<file path="config.mk">
export PLATFORM = sky130hd
export DESIGN_NAME = issue_scheduler
export DESIGN_NICKNAME = d
export VERILOG_FILES = /design/src/rtl/issue_scheduler.sv
export SDC_FILE = /design/constraint.sdc
export NUM_CORES = 1
export LEC_CHECK = 0
export ABC_AREA = 1
export CORE_UTILIZATION = 55
export DETAILED_ROUTE_END_ITERATION = 8
export GPL_ROUTABILITY_DRIVEN = 0
export PLACE_DENSITY_LB_ADDON = 0.2
export SLEW_MARGIN = 5
export SYNTH_ARGS = -nofsm -noshare
export SYNTH_HDL_FRONTEND = slang
export SYNTH_SLANG_ARGS = --single-unit
</file>
<file path="constraint.sdc">
create_clock -name clk_in -period 4.6 [get_ports clk_in]
set_input_delay 0.92 -clock clk_in [delete_from_list [all_inputs] [get_ports clk_in]]
set_output_delay 0.92 -clock clk_in [all_outputs]
set_load 0.01 [all_outputs]
</file>
<file path="src/rtl/issue_scheduler.sv">
// Issue queue between fetch and the out-of-order back end: buffers fetched instructions and
// issues the head to ROB plus RS or LSB. Define ISSUE_STAT_EN to build the stall/issue counters.
module issue_scheduler #(
  parameter int unsigned DEPTH = 16,
  parameter int unsigned PTR_W = 4
) (
  input  logic        clk_in,
  input  logic        rst_in,
  input  logic        rdy_in,
  input  logic        if_valid,
  input  logic [31:0] if_inst,
  input  logic [31:0] if_pc,
  output logic        iq_full,
  input  logic        flush_in,
  output logic        dec_flag,
  output logic [31:0] dec_inst,
  input  logic [2:0]  dec_type,
  input  logic        rob_full,
  input  logic        rs_full,
  input  logic        lsb_full,
  output logic        issue_rob,
  output logic        issue_rs,
  output logic        issue_lsb,
  output logic [31:0] issue_inst,
  output logic [31:0] issue_pc,
  output logic [31:0] stat_stall,
  output logic [31:0] stat_issued
);

  // Dispatcher type codes that route to the LSB; every other code goes to the RS.
  localparam logic [2:0] TypeLd = 3'd2;
  localparam logic [2:0] TypeSt = 3'd3;

  localparam logic [PTR_W:0] CountMax = (PTR_W+1)'(DEPTH);

  typedef enum logic [1:0] {StEmpty, StReady, StWait, StFlush} state_e;

  logic [31:0]    r_inst_mem [DEPTH];
  logic [31:0]    r_pc_mem   [DEPTH];
  logic [PTR_W-1:0] r_head, r_tail;
  logic [PTR_W:0] r_count;
  state_e         r_state;
  logic           r_issue_rob, r_issue_rs, r_issue_lsb;
  logic [31:0]    r_issue_inst, r_issue_pc;

  logic           w_full, w_dec_flag, w_to_lsb, w_target_full;
  logic           w_issue, w_push;
  logic [PTR_W:0] w_count_next;
  state_e         w_state_next;

  assign w_full        = (r_count == CountMax) || (r_state == StFlush);
  assign w_dec_flag    = (r_count != '0) && (r_state != StFlush);
  assign w_to_lsb      = (dec_type == TypeLd) || (dec_type == TypeSt);
  assign w_target_full = w_to_lsb ? lsb_full : rs_full;
  assign w_issue       = rdy_in && !flush_in && w_dec_flag && !rob_full && !w_target_full;
  assign w_push        = rdy_in && !flush_in && if_valid && !w_full;

  always_comb begin
    w_count_next = r_count;
    unique case ({w_push, w_issue})
      2'b10:   w_count_next = r_count + (PTR_W+1)'(1);
      2'b01:   w_count_next = r_count - (PTR_W+1)'(1);
      default: w_count_next = r_count;
    endcase
  end

  // WAIT marks a head that was presented but blocked by a full target this cycle.
  always_comb begin
    w_state_next = StReady;
    if (w_count_next == '0) begin
      w_state_next = StEmpty;
    end else if (w_dec_flag && !w_issue) begin
      w_state_next = StWait;
    end
  end

  // Storage has no reset; head/tail/count decide what is valid.
  always_ff @(posedge clk_in) begin
    if (w_push) begin
      r_inst_mem[r_tail] <= if_inst;
      r_pc_mem[r_tail]   <= if_pc;
    end
  end

  always_ff @(posedge clk_in or negedge rst_in) begin
    if (!rst_in) begin
      r_head       <= '0;
      r_tail       <= '0;
      r_count      <= '0;
      r_state      <= StEmpty;
      r_issue_rob  <= 1'b0;
      r_issue_rs   <= 1'b0;
      r_issue_lsb  <= 1'b0;
      r_issue_inst <= '0;
      r_issue_pc   <= '0;
    end else begin
      r_issue_rob <= 1'b0;
      r_issue_rs  <= 1'b0;
      r_issue_lsb <= 1'b0;
      if (rdy_in) begin
        if (flush_in) begin
          r_head  <= '0;
          r_tail  <= '0;
          r_count <= '0;
          r_state <= StFlush;
        end else begin
          if (w_push) begin
            r_tail <= r_tail + PTR_W'(1);
          end
          if (w_issue) begin
            r_head       <= r_head + PTR_W'(1);
            r_issue_rob  <= 1'b1;
            r_issue_rs   <= !w_to_lsb;
            r_issue_lsb  <= w_to_lsb;
            r_issue_inst <= r_inst_mem[r_head];
            r_issue_pc   <= r_pc_mem[r_head];
          end
          r_count <= w_count_next;
          r_state <= w_state_next;
        end
      end
    end
  end

`ifdef ISSUE_STAT_EN
  logic [31:0] r_stat_stall, r_stat_issued;

  always_ff @(posedge clk_in or negedge rst_in) begin
    if (!rst_in) begin
      r_stat_stall  <= '0;
      r_stat_issued <= '0;
    end else begin
      if (rdy_in && w_dec_flag && !w_issue) begin
        r_stat_stall <= r_stat_stall + 32'd1;
      end
      if (w_issue) begin
        r_stat_issued <= r_stat_issued + 32'd1;
      end
    end
  end

  assign stat_stall  = r_stat_stall;
  assign stat_issued = r_stat_issued;
`else
  assign stat_stall  = '0;
  assign stat_issued = '0;
`endif

  assign iq_full     = w_full;
  assign dec_flag    = w_dec_flag;
  assign dec_inst    = r_inst_mem[r_head];
  assign issue_rob   = r_issue_rob;
  assign issue_rs    = r_issue_rs;
  assign issue_lsb   = r_issue_lsb;
  assign issue_inst  = r_issue_inst;
  assign issue_pc    = r_issue_pc;

endmodule

</file>
==> reports/results.ini, run 1 <==
[cells_and_area]
area_growth_pct = 14.2
final_core_util_pct = 63.6
fill_cells = 5612
nNetsFinal = 3360
final_cells = 4409
layout-drive-gt1-share_pct = 7.48

[routing]
initialDrtViolationCount = 3038
antenna_left = 0
drc = 0
vias = 27418
wire_per_inst_um = 24.7
drt_first_pass_iters = 5
via_per_inst = 6.22
drt_wl_total_um = 109000

[clocking]
insertion_delay_ns = 0.66
cts_hold_buf = 0
clock_path_buffers = 3
cts_root_buf = clkbuf_16
clkSlewWorstSetupHoldPaths_ns = 0.06
numClockSinks = 1106
cts_setup_buffers = 0
cts_tree = built
cts_resized = 0
h-tree-depth = 3
cts_made_buffers = 106

[critical_path]
timing.rr.start = r_head[0]$_DFFE_PN0P_
crit_type = flop to output port
worst_ep_arrival_time_ns = 3.56
critPathMaxFanout = 259
worstSetupStartpoint = r_head[0]$_DFFE_PN0P_
required_ns = 3.68
crit_path_start_kind = flop
crit_path_end_kind = output port

[floorplanning]
start_util_pct = 55.7
fp.dieW_um = 282
fp.dieH_um = 282
fp-row-count = 102
die_area_um2 = 79800
core_area_um2 = 77600
ios = 240

[sta]
fin_skew_ns = 0.0207
fmax_mhz = 223
final-max-slew-violation-count = 0
fin_crit_ns = 4.48
rsz0062_at_grt = false
period_share_pct = 97.3
worst_hold_slack_ns = 0.445
hold_viol_final = 0
setup_violations = 0
worstMarginPinSlew_ns = 1.19
fin_setup_tns_ns = 0
maxSlewHeadroom_pct = 20.6

[place]
portBuffers = 174
placed_cells = 4209
dp_hpwl_um = 50200

[synth]
synth_cell_type_count = 29
yosys-top-cells-area = edfxtp_1, o21ai_0, nor2_1, dfrtp_1, o221ai_1
yosysWarnings = 0
synth.top_cell.area_share_pct = 71.1
avgSynthCellArea_um2 = 13.6
ys_seq_elements = 1106
synth_area_um2 = 43200
ys_seq_area_share_pct = 75.8
synth_flop_cell = edfxtp_1
synthTopCellsByCount = edfxtp_1, nor2_1, o21ai_0, o221ai_1, clkbuf_1
synth.most_common_cell = edfxtp_1
synth_edf_count = 1024
synth_cells = 3170
yosysTopAreaCell = edfxtp_1
async_flop_share_pct = 7.41

[global_routing]
grt.overflow.total = 0
grt_max_degree = 260
antenna_found_initial = 6
grt_pass1_wl_um = 160000
grt_pass1_vias = 26439
grt_use_total_pct = 27.1

[hold_path]
hp-class = input pin to async pin

[power]
vdd_drop_max_v = 0.000525
p_per_area_nw_per_um2 = 507
leakagePower_nw = 16.2

[status]
status = completed

[flow_run]
max-cap-violations = 0

-- worst max-delay path, stage by stage, from the launching register on --
cell and delay (ns):
dfrtp_4 0.47, buf_12 0.68, o21ai_0 0.30, o221ai_1 0.28, o211ai_1 0.14, nand2_1 0.19, clkdlybuf4s50_1 0.56
-- registers in the layout, summed over array words and instances (netlist names) --
name	flops
issue_inst	32
issue_lsb	1
issue_pc	32
issue_rob	1
issue_rs	1
r_count	5
r_head	4
r_inst_mem	512
r_pc_mem	512
r_state	2
r_tail	4
-- path summary, 6_finish.rpt --
| kind | to | slack [ns] | cells past startpoint |
|---|---|---|---|
| setup / recovery | dec_inst[8] | 0.12 | 6 |
| setup reg to reg | issue_pc[20]$_DFFE_PN0P_ | 0.64 | 9 |
| max in group asynchronous | issue_inst[11]$_DFFE_PN0P_ | 3.27 | 2 |
| min in group clk_in | r_state[0]$_DFFE_PN0P_ | 0.52 | 2 |
| hold / removal | issue_inst[26]$_DFFE_PN0P_ | 0.45 | 1 |
| hold reg to reg | r_state[0]$_DFFE_PN0P_ | 0.52 | 2 |
-- cells in the final DEF (no fill, tap or decap), drive strengths merged --
| cell | synthesis | routed |
|---|---|---|
| edfxtp | 1024 | 1024 |
| nor2 | 653 | 653 |
| o21ai | 540 | 540 |
| clkdlybuf4s50 | 0 | 173 |
| o221ai | 170 | 170 |
| clkbuf | 152 | 140 |
| o22ai | 83 | 83 |
| dfrtp | 82 | 82 |
| nand3 | 80 | 80 |
| nand2 | 78 | 78 |
| a31oi | 64 | 64 |
| conb | 1 | 64 |
| buf | 140 | 55 |
| o211ai | 50 | 50 |
| clkinv | 0 | 48 |
| inv | 31 | 31 |
| bufinv | 0 | 9 |
| ha | 8 | 8 |
| xor2 | 6 | 6 |
| a21oi | 5 | 5 |
| nand4 | 2 | 2 |
| clkinvlp | 0 | 2 |
| diode | 0 | 1 |
| a22o | 1 | 1 |
-- layout make-up --
class	count	area, µm²	area share, %
sequential	1106	32800	66.5
multi-input combinational	1804	9220	18.7
clock buffer	140	2960	6.00
timing repair buffer	228	2420	4.90
tap	1040	1300	2.64
clock inverter	59	524	1.06
inverter	31	136	0.276
antenna	1	2.50	0.00507
-- report_power, final --
group / leakage (nW) / internal [mW] / switching (mW)
clock network: 1.74 / 5.03 / 3.62
registers: 10.2 / 11.4 / 0.298
logic: 4.21 / 1.71 / 3.00
total: 16.2 / 18.1 / 6.92
-- per-stage QoR --
step | setup WS (ns) | area [µm²] | power [mW]
final | 0.123 | 49400 | 25.0
after floorplan | -0.121 | 43500 | 14.7
after CTS | 0.213 | 49400 | 25.1
after global routing | 0.0369 | 49400 | 26.0
after global placement | 0.724 | 45900 | 16.4
after detailed placement | 0.672 | 45900 | 16.5
-- cell families (layout without fill, tap and decap cells) --
group,Yosys count,count (layout),share of synthesized area (%)
simple gates,813,813,7.35
buf+inv,323,458,3.67
other cells,1,65,0.00867
compound gates,913,913,12.8
xor+xnor,6,6,0.122
fa+ha+maj,8,8,0.231
flops,1106,1106,75.8
-- routing by layer --
metal	track usage [%]	vias up	wire length [µm]
met5	0	-	45
met4	9.24	8	2860
met3	3.99	210	9420
met2	44.0	1380	52400
met1	37.8	13749	44000
li1	-	12071	-
Note: power is estimated with default switching activity, not from simulation.
==> run 2: changes to the inputs <==
CORE_ASPECT_RATIO = 0.75   (was not set)
==> run 2 against run 1 <==
Compared with the run above:
- fmax is 1.1% higher
- via count up 0.43%
- register-to-register slack improved by 0.53 ns
- hold slack worse by 0.060 ns
- global-route usage decreased by 0.13 points
- core utilization hardly changed
- critical path depth up 1
- sequential share of layout area rose by 0.15 points
- largest power group unchanged
==> reports/results.ini, run 2 (synthesis results as in run 1) <==
[cells_and_area]
multi_input_area_um2 = 9220  ; unchanged
nNetsFinal = 3369  ; +0.27%
final_common_cell = edfxtp_1
final_core_util_pct = 63.6  ; about the same
layout-drive-gt1-share_pct = 7.77  ; +0.29 points
layout_common_cells = edfxtp_1, nor2_1, o21ai_0
fill_cells = 5437  ; -3.1%
top_regs = r_inst_mem (512), r_pc_mem (512)
area_growth_pct = 13.9
regArea_um2 = 32800  ; unchanged

[critical_path]
crit_type = flop to output port
worst_ep_arrival_time_ns = 3.51  ; -0.05 ns
crit_path_start_kind = flop
critPathMaxFanout = 49  ; -81%
crit_path_end_kind = output port
required_ns = 3.68  ; about the same

[global_routing]
grt_pass1_vias = 26236  ; -0.77%
antenna_found_initial = 6  ; unchanged
grt_max_degree = 190  ; -27%
grt_use_total_pct = 27.0  ; -0.13 points
grt.overflow.total = 0  ; unchanged
grt_pass1_wl_um = 162000  ; +1.2%

[sta]
maxSlewHeadroom_pct = 29.7  ; +9.1 points
fin_crit_ns = 4.43  ; -0.0491 ns
fin_skew_ns = 0.0246  ; +0.00392 ns
setup_violations = 0  ; unchanged
setup_slack_ns = 0.172  ; +0.0491 ns
hold_viol_final = 0  ; unchanged
fmax_mhz = 226  ; +1.1%
worstMarginPinSlew_ns = 1.05  ; -0.137 ns
rsz0062_at_grt = false
final-max-slew-violation-count = 0  ; unchanged
period_share_pct = 96.3  ; -1.1 points

[clocking]
cts_setup_buffers = 0  ; unchanged
cts_resized = 0  ; unchanged
clock_path_buffers = 3  ; unchanged
cts_made_buffers = 102  ; -3.8%
cts_root_buf = clkbuf_16
clkSlewWorstSetupHoldPaths_ns = 0.06  ; about the same
insertion_delay_ns = 0.67  ; about the same
cts_hold_buf = 0  ; unchanged
cts_tree = built
h-tree-depth = 3  ; unchanged
numClockSinks = 1106  ; unchanged

[floorplanning]
die_area_um2 = 79800  ; about the same
fp.dieW_um = 326  ; +15%
core_area_um2 = 77400  ; -0.25%
fp-row-count = 88  ; -14%
start_util_pct = 55.9  ; +0.14 points
fp.dieH_um = 245  ; -13%
ios = 240  ; unchanged

[routing]
drc = 0  ; unchanged
via_per_inst = 6.24  ; +0.41%
vias = 27537  ; +0.43%
initialDrtViolationCount = 3431  ; +13%
antenna_left = 0  ; unchanged
drt_wl_total_um = 109000  ; +0.41%
wire_per_inst_um = 24.8  ; +0.39%
drt_first_pass_iters = 6  ; +1

[status]
status = completed

[hold_path]
hp-class = input pin to async pin

[power]
vdd_drop_max_v = 0.000354  ; -33%
clkPwrFrac_pct = 33.9  ; -0.7 points
p_per_area_nw_per_um2 = 504  ; -0.45%
internal_power_mw = 17.9  ; -1.2%
p_sw_share_pct = 28.0  ; +0.36 points
p_switching_mw = 6.97  ; +0.63%
leakagePower_nw = 16.1  ; -0.19%
seqPwrFrac_pct = 47.2  ; +0.6 points
combinationalPowerShare_pct = 18.9  ; about the same

[flow_run]
max-cap-violations = 0  ; unchanged

[place]
dp_slack_ns = 0.650  ; -0.0220 ns
portBuffers = 174  ; unchanged
dp_hpwl_um = 54700  ; +8.9%

[run 2: through the flow]
step                      instance area, µm²  cells  hold WS (ns)  TNS, ns  power (mW)
after floorplan                        43500   3233         0.489  -123.43        14.7
after global placement                 45900   4217         0.510        0        16.4
after detailed placement               45900   4217         0.538        0        16.6
after CTS                              49300   4408         0.417        0        24.9
after global routing                   49300   4409         0.448        0        25.8
final                                  49300   4410         0.385        0        24.8
[run 2: critical path, cell delays in order, from the launching register on]
cell and delay, ns:
dfrtp_4 0.83, clkinv_8 0.34, buf_4 0.37, o21ai_0 0.27, o221ai_1 0.18, nand3_1 0.21
nand2_1 0.10, clkdlybuf4s50_1 0.48
[run 2: worst paths after layout]
path	start	endpoint	slack, ns	cells past startpoint
worst max-delay path	r_head[0]$_DFFE_PN0P_	dec_inst[3]	0.17	7
worst min-delay path	rst_in	issue_rs$_DFF_PN0_	0.39	1
worst max register to register	r_head[0]$_DFFE_PN0P_	issue_pc[16]$_DFFE_PN0P_	1.17	7
worst min register to register	issue_inst[23]$_DFFE_PN0P_	issue_inst[23]$_DFFE_PN0P_	0.55	2
max in group asynchronous	rst_in	issue_inst[23]$_DFFE_PN0P_	3.12	2
min in group clk_in	issue_inst[23]$_DFFE_PN0P_	issue_inst[23]$_DFFE_PN0P_	0.55	2
[run 2: routing by layer]
metal	vias to the layer above	wire, µm	track usage [%]	share of wire, %
met5	-	37	0	0.034
met2	1421	51600	42.4	47
met4	6	3120	8.92	2.9
met1	13836	45000	38.9	41
met3	203	9550	4.25	8.7
li1	12071	-	-	-
[run 2: power groups by stage]
stage	Sequential [mW]	Clock (mW)	Combinational [mW]
5_1_grt	11.8	8.86	5.15
4_1_cts	11.7	8.50	4.68
3_3_place_gp	11.9	0	4.47
6_report	11.7	8.42	4.70
3_5_place_dp	11.9	0	4.65
2_1_floorplan	11.9	0	2.80
[run 2: layout make-up]
| class | instances | area share [%] |
|---|---|---|
| diodes | 2 | 0.0102 |
| clock buffers | 133 | 5.66 |
| clock inverters | 58 | 1.15 |
| inverters | 31 | 0.277 |
| multi-input cells | 1804 | 18.7 |
| flip-flops and latches | 1106 | 66.6 |
| well taps | 1035 | 2.63 |
| repair buffers | 241 | 4.96 |
